==> config.mk <==
export PLATFORM = sky130hd
export DESIGN_NAME = mem_port_arbiter
export DESIGN_NICKNAME = d
export VERILOG_FILES = /design/src/rtl/mem_arb_pkg.sv /design/src/rtl/mem_port_arbiter_byte_lane.sv /design/src/rtl/mem_port_arbiter.sv
export SDC_FILE = /design/constraint.sdc
export NUM_CORES = 1
export LEC_CHECK = 0
export CAP_MARGIN = 25
export CORE_MARGIN = 3
export CORE_UTILIZATION = 29
export CTS_CLUSTER_SIZE = 30
export DETAILED_ROUTE_END_ITERATION = 8
export PLACE_DENSITY = 0.58
export SKIP_LAST_GASP = 1
export SYNTH_ARGS = -nofsm -noshare
export SYNTH_HDL_FRONTEND = slang
export SYNTH_HIERARCHICAL = 1
export SYNTH_SLANG_ARGS = --single-unit
==> constraint.sdc <==
create_clock -name clk -period 2.4 [get_ports clk]
set_input_delay 0.24 -clock clk [delete_from_list [all_inputs] [get_ports clk]]
set_output_delay 0.24 -clock clk [all_outputs]
set_load 0.02 [all_outputs]
==> src/rtl/mem_arb_pkg.sv <==
// Shared encodings and constants for the unified memory-port arbiter.
package mem_arb_pkg;

    localparam int DATA_W = 16;

    typedef enum logic [1:0] {
        ST_IDLE,
        ST_BUSY,
        ST_RESP
    } state_e;

    typedef enum logic {
        GNT_IF,
        GNT_D
    } grant_e;

    localparam logic [1:0] BE_LO = 2'b01;
    localparam logic [1:0] BE_HI = 2'b10;
    localparam logic [1:0] BE_W  = 2'b11;

endpackage

==> src/rtl/mem_port_arbiter_byte_lane.sv <==
// Byte-lane steering: load extract/extend and store replicate/byte-enable.
module byte_lane_unit
    import mem_arb_pkg::*;
(
    input  logic              is_byte,
    input  logic              sext,
    input  logic              lane,
    input  logic              we,
    input  logic [DATA_W-1:0] wdata_in,
    input  logic [DATA_W-1:0] rdata_in,
    output logic [1:0]        be,
    output logic [DATA_W-1:0] wdata_out,
    output logic [DATA_W-1:0] rdata_out
);

    logic [7:0] byte_v;

    // Select the addressed byte for loads and shape enables/data for stores.
    always_comb begin
        // NOTE: every output gets a default before any branch so no latch is inferred.
        byte_v    = lane ? rdata_in[15:8] : rdata_in[7:0];
        be        = BE_W;
        wdata_out = wdata_in;
        rdata_out = rdata_in;
        if (is_byte) begin
            rdata_out = {{8{sext & byte_v[7]}}, byte_v};
            if (we) begin
                be        = lane ? BE_HI : BE_LO;
                wdata_out = {2{wdata_in[7:0]}};
            end
        end
    end

endmodule

==> src/rtl/mem_port_arbiter.sv <==
// Round-robin arbiter sharing one memory port between fetch and data paths.
module mem_port_arbiter
    import mem_arb_pkg::*;
#(
    parameter int ADDR_W  = 16,
    parameter int DATA_W  = 16,
    parameter int MEM_LAT = 2
) (
    input  logic              clk,
    input  logic              rst,
    input  logic              if_req,
    input  logic [ADDR_W-1:0] if_addr,
    output logic              if_ack,
    output logic [DATA_W-1:0] if_rdata,
    input  logic              d_req,
    input  logic              d_we,
    input  logic              d_byte,
    input  logic              d_sext,
    input  logic [ADDR_W-1:0] d_addr,
    input  logic [DATA_W-1:0] d_wdata,
    output logic              d_ack,
    output logic              d_err,
    output logic [DATA_W-1:0] d_rdata,
    output logic              mem_en,
    output logic              mem_we,
    output logic [1:0]        mem_be,
    output logic [ADDR_W-1:0] mem_addr,
    output logic [DATA_W-1:0] mem_wdata,
    input  logic [DATA_W-1:0] mem_rdata
);

    localparam logic [3:0] CNT_INIT = 4'(MEM_LAT - 1);

    state_e            state_q, state_d;
    grant_e            gnt_q, last_q;
    logic [3:0]        cnt_q;
    logic [ADDR_W-1:0] addr_q;
    logic              we_q, byte_q, sext_q, err_q;
    logic [DATA_W-1:0] wdata_q;
    logic [DATA_W-1:0] if_rdata_q, d_rdata_q;

    logic              take_if, take_d, misalign;
    logic              busy, resp;
    logic [1:0]        lane_be;
    logic [DATA_W-1:0] lane_wdata, lane_rdata;

    byte_lane_unit u_lane (
        .is_byte   (byte_q),
        .sext      (sext_q),
        .lane      (addr_q[0]),
        .we        (we_q),
        .wdata_in  (wdata_q),
        .rdata_in  (mem_rdata),
        .be        (lane_be),
        .wdata_out (lane_wdata),
        .rdata_out (lane_rdata)
    );

    // Next-state and grant decision; round-robin only matters on a tie.
    always_comb begin
        state_d  = state_q;
        take_if  = 1'b0;
        take_d   = 1'b0;
        misalign = 1'b0;
        case (state_q)
            ST_IDLE: begin
                if (if_req && d_req) begin
                    if (last_q == GNT_D) take_if = 1'b1;
                    else                 take_d  = 1'b1;
                end else if (if_req) begin
                    take_if = 1'b1;
                end else if (d_req) begin
                    take_d = 1'b1;
                end
                // A misaligned word access skips the memory cycle entirely.
                misalign = take_d && !d_byte && d_addr[0];
                if (misalign)              state_d = ST_RESP;
                else if (take_if || take_d) state_d = ST_BUSY;
            end
            ST_BUSY: if (cnt_q == 4'd0) state_d = ST_RESP;
            ST_RESP: state_d = ST_IDLE;
            default: state_d = ST_IDLE;
        endcase
    end

    // State, latched request, latency counter and response registers.
    always_ff @(posedge clk) begin
        // NOTE: non-blocking assignments keep all registers updating from pre-edge values.
        if (rst) begin
            state_q    <= ST_IDLE;
            gnt_q      <= GNT_IF;
            last_q     <= GNT_D;
            cnt_q      <= 4'd0;
            addr_q     <= '0;
            we_q       <= 1'b0;
            byte_q     <= 1'b0;
            sext_q     <= 1'b0;
            err_q      <= 1'b0;
            wdata_q    <= '0;
            if_rdata_q <= '0;
            d_rdata_q  <= '0;
        end else begin
            state_q <= state_d;
            if (take_if) begin
                gnt_q   <= GNT_IF;
                addr_q  <= if_addr;
                we_q    <= 1'b0;
                byte_q  <= 1'b0;
                sext_q  <= 1'b0;
                wdata_q <= '0;
                err_q   <= 1'b0;
                cnt_q   <= CNT_INIT;
            end else if (take_d) begin
                gnt_q   <= GNT_D;
                addr_q  <= d_addr;
                we_q    <= d_we;
                byte_q  <= d_byte;
                sext_q  <= d_sext;
                wdata_q <= d_wdata;
                err_q   <= misalign;
                cnt_q   <= CNT_INIT;
                if (misalign) d_rdata_q <= '0;
            end
            if (state_q == ST_BUSY) begin
                if (cnt_q != 4'd0) begin
                    cnt_q <= cnt_q - 4'd1;
                end else if (gnt_q == GNT_IF) begin
                    if_rdata_q <= lane_rdata;
                end else begin
                    d_rdata_q <= lane_rdata;
                end
            end
            if (state_q == ST_RESP) last_q <= gnt_q;
        end
    end

    assign busy = (state_q == ST_BUSY);
    assign resp = (state_q == ST_RESP);

    assign if_ack    = resp && (gnt_q == GNT_IF);
    assign d_ack     = resp && (gnt_q == GNT_D);
    assign d_err     = d_ack && err_q;
    assign if_rdata  = if_rdata_q;
    assign d_rdata   = d_rdata_q;

    // Memory-side signals are only driven during the access window.
    assign mem_en    = busy;
    assign mem_we    = busy && we_q;
    assign mem_be    = busy ? lane_be : 2'b00;
    assign mem_addr  = busy ? {addr_q[ADDR_W-1:1], 1'b0} : '0;
    assign mem_wdata = (busy && we_q) ? lane_wdata : '0;

endmodule

======== After elaboration in Yosys (flattened, before gate mapping) ========
Index checks and enable logic that the tools add are counted.
word-level totals
  bits of input ports ..................... 71
  logic and storage cells ................. 74
  output and inout port bits .............. 71
  register bits ........................... 76
cells by class
  reduce and logical (&&, ||, !) cells .... 16
  muxes and demuxes ....................... 38
  bitwise logic cells ..................... 3
  $add $sub $neg .......................... 1
  equality and inequality tests ........... 4
operators by type and width
  operator                                           number
  two-way mux 16 bit                                 13
  two-way mux 4 bit                                  4
  two-way mux 2 bit                                  7
  two-way mux 1 bit                                  12
  two-way mux 8 bit                                  1
  logical AND 1 bit                                  7
  logical NOT 4 bit                                  1
  one-hot mux 2 bit (2 select lines)                 1
  nonzero test 4 bit                                 1
  subtractor 4 x 1 -> 4 bit (second input constant)  1
  != test 3 bit (second input constant)              1
  AND reduction 3 bit                                1
  == test 2 x 1 -> 1 bit (second input constant)     1
  == test 2 bit (second input constant)              1
  logical NOT 2 bit                                  1
  != test 2 x 1 -> 1 bit (second input constant)     1
  inverter 1 bit                                     2
  AND reduction 2 bit                                1
  nonzero test 2 bit                                 1
  OR reduction 2 bit                                 1
  AND 1 bit                                          1
  logical NOT 1 bit                                  1
  logical OR 1 bit                                   1

======== Longest topological paths before layout ========
  depth after elaboration ................. 13
  gate-level depth with buffers ........... 8
  depth with buffers taken out ............ 6

======== Modules after synthesis ========
Netlist, hierarchy kept.
by module, submodules not included
  module            cells each  area an instance (µm²)  times used
  mem_port_arbiter  415         3378.2                  1
  byte_lane_unit    49          385.4                   1

======== Least setup slack after synthesis ========
OpenSTA, ideal clock, no wires.
  kind .................................... flip-flop to output port
  from .................................... register state_q[0]
  to ...................................... output port mem_wdata[10]
  arrival time ............................ 1.294 ns
  slack ................................... 0.866 ns
  stages on the path, launching flop included .. 7
  path buffers ............................ 3
  path through ............................ dfxtp_1 nand2b_1 buf_4 inv_2 buf_6 clkbuf_1 and3_1
on the way
  word-level cells in the longest chain between the ends .. 3
RTL lines
  element                   line                     RTL
  start: declaration        mem_port_arbiter.sv:34   state_e state_q, state_d;
  start signal: assignment  mem_port_arbiter.sv:103  state_q <= state_d;
  == test 2 x 1 -> 1 bit    mem_port_arbiter.sv:137  assign busy = (state_q == ST_BUSY);
  logical AND 1 bit         mem_port_arbiter.sv:151  assign mem_wdata = (busy && we_q) ? lane_wdata : '0;
  two-way mux 16 bit        mem_port_arbiter.sv:151
  end: declaration          mem_port_arbiter.sv:28   output logic [DATA_W-1:0] mem_wdata,
No other way between the ends.

======== Worst setup path after layout ========
  from .................................... register state_q[0]
  to ...................................... output port mem_wdata[8]
The elaborated chain is that of the path after synthesis.

==> impl_metrics.json <==
{
  "status": "complete, no violations",
  "path_cells": "nand2b_2 > inv_2 > buf_6 > and3_1 > clkdlybuf4s50_1",
  "synth_flop_cell": "dfxtp_1",
  "slew_headroom": 0.524,
  "clock_latency_ns": 0.32,
  "holdWs_ns": 0.416,
  "crit_start": "state_q[0]",
  "synth_edf_count": 0,
  "vdd_drop_max_mv": 0.352,
  "internal_power_uw": 2570,
  "core_area_um2": 12400,
  "vias": 3499,
  "clockBufferDepth": 2,
  "die_x_um": 120,
  "ys_seq_area_frac": 0.404,
  "grt_overflow": 0,
  "routed_wl_um": 11400,
  "diodes": 0,
  "critPathArrivalTime_ns": 2.02,
  "crit_slowest_cell": "clkdlybuf4s50_1",
  "ctsHtreeMaxLevel": 3,
  "critPathCaptureType": "output port",
  "rsz0062_at_grt": "false",
  "ys_async_sr_fraction": 0,
  "portBuffers": 140,
  "synth_fp_nets": 536,
  "fillers": 1257,
  "regToRegStartpoint": "state_q[0]",
  "hold_path_class": "input pin to flop",
  "yosys_warnings": 6,
  "synth_seq_cells": 76,
  "netlist_area_um2": 3760,
  "wl_per_cell_um": 15.1,
  "dr.pass1.iters": 4,
  "post-route-min-period_ns": 2.26,
  "start_util": 0.304,
  "rows": 40,
  "multi_input_area_um2": 1940,
  "cts_sinks": 76,
  "crit_fanout": 27,
  "ctsHoldBuffers": 0,
  "nNetsFinal": 657,
  "powerDensity_nw_per_um2": 660,
  "ff_latch_area_um2": 1520,
  "power_switching_uw": 1050,
  "comb_power_share": 0.235,
  "finalClockSkew_ns": 0.00574,
  "cts_resized": 1,
  "die_area_um2": 14400,
  "avgViaCountPerCell": 4.62,
  "tightest_slew_ns": 0.713,
  "max_stage_delay_ns": 0.60,
  "drt_iter0_markers": 196,
  "fin_util": 0.444,
  "setup_viol": 0,
  "ios": 142,
  "cts_tree": "built",
  "crit_type": "flop to output port",
  "maxCapViolCount": 0,
  "crit_required_ns": 2.16,
  "yosysUniqueCellTypes": 44,
  "drive_gt1_frac": 0.131,
  "clock-root-buffer": "clkbuf_16",
  "grt_max_degree": 33,
  "fin_crit_sh": 0.941,
  "grt_pass1_vias": 3529,
  "hold_start": "rst",
  "synthCells": 464,
  "clk_pin_slew_ns": 0.06,
  "drc_errors": 0,
  "slew_violations": 0,
  "p_sw_frac": 0.291,
  "grt_pass1_wl_um": 18500,
  "place_hpwl_um": 8430,
  "power.leakage_uw": 0.00202,
  "seq_power_share": 0.394,
  "avgSynthCellArea_um2": 8.11,
  "fp.dieH_um": 120,
  "antenna_found_initial": 0,
  "final_hold_viol_count": 0,
  "post_cts_buffers": 0,
  "p_clk_frac": 0.370,
  "gp_congestion": 0.794,
  "setup_tns_ns": 0,
  "track_usage": 0.158,
  "ant_nets": 0,
  "start_kind": "flop",
  "cts-buffers-inserted": 9,
  "max_freq_mhz": 443,
  "synthToLayoutAreaGrowth_pct": 45.9
}
## registers in the layout (all words and copies together), names as in the netlist
signal and cells:
addr_q 16, d_rdata 16, if_rdata 16, wdata_q 16, cnt_q 4, state_q 2, byte_q 1, err_q 1
gnt_q 1, last_q 1, sext_q 1, we_q 1
## per-layer routing
layer	vias to the layer above	routed length, µm	part of all wire	global-route usage
li1	1800	-	-	-
met1	1615	5010	0.44	0.200
met2	75	5790	0.51	0.276
met3	9	499	0.044	0.0259
met4	0	102	0.0090	0.0444
met5	-	0	0	0
## worst max-delay path: cells and delay by family, from the launching register on
family | cells | cell delay, ns
buffers and inverters | 3 | 0.88
flip-flops | 1 | 0.45
AND/OR/NAND/NOR | 2 | 0.34
## through the flow
stage,instances,cell area [µm²],setup WS [ns],total power [µW]
after global routing,757,5490,0.0334,3820
final,757,5490,0.142,3620
after global placement,742,5190,0.409,2290
after CTS,757,5490,0.0514,3660
after detailed placement,742,5190,0.350,2310
after floorplan,464,3760,0.866,1980
## worst paths after layout
check             depth (start not counted)            to  slack [ns]
setup / recovery                          5  mem_wdata[8]        0.14
hold / removal                            2      cnt_q[1]        0.42
setup reg to reg                          6    d_rdata[4]        0.56
hold reg to reg                           2   wdata_q[10]        0.45
## cell type report
class,instances,area share
clock buffers,11,0.0442
clock inverters,4,0.00911
inverters,13,0.00889
multi-input cells,334,0.352
flip-flops and latches,76,0.277
well taps,168,0.0383
repair buffers,151,0.270
## power by group through the flow
stage	sequential [µW]	combinational [µW]	clock [µW]
2_1_floorplan	1470	504	0
3_3_place_gp	1450	840	0
3_5_place_dp	1450	854	0
4_1_cts	1430	859	1370
5_1_grt	1440	943	1430
6_report	1430	853	1340
## layout by cell type (no fill, tap or decap), types with 2 or more instances in the layout
master	count
clkbuf_16	9
and2_1	20
clkdlybuf4s50_1	139
o32ai_1	2
nand2_2	2
nand2_1	89
dfxtp_1	76
o21a_1	2
nor3_1	20
a21oi_1	55
nand2b_1	6
nand3_1	8
mux2_2	15
nor2_1	40
buf_4	10
mux2i_1	2
inv_1	12
clkinvlp_4	2
nor4_2	10
o22ai_1	7
nor4_1	5
nand3_2	12
and3_1	19
## cell usage after synthesis (2+ instances only)
library cell  instances  area (µm²)
inv_1                12        45.0
and2_1               20         125
nor3_1               20         100
nand2_2               2        12.5
o21a_1                2        15.0
nor4_2               10         125
nor2_1               40         150
buf_6                 5        56.3
nand3_1               8        40.0
dfxtp_1              76        1520
nor4_1                5        31.3
mux2_2               15         169
buf_2                10        50.1
mux2i_1               2        20.0
buf_4                15         113
o22ai_1               7        43.8
clkbuf_1             10        37.5
nand2_1              89         334
and3_1               19         119
a21oi_1              55         275
nand3_2              12         120
nand2b_1              7        43.8
o32ai_1               2        17.5
## kinds of logic (layout without fill, tap and decap cells)
group                      count (synthesis)  after routing  share of synthesized area
adders and majority gates                  1              1                    0.00332
DFF                                       76             76                      0.404
buffers and inverters                     54            179                     0.0821
AOI/OAI and AO/OA                         75             75                      0.115
muxes                                     17             17                     0.0502
other                                      1              1                   0.000996
and+or+nand+nor                          240            240                      0.344
Power figures use the tool's default switching activity.
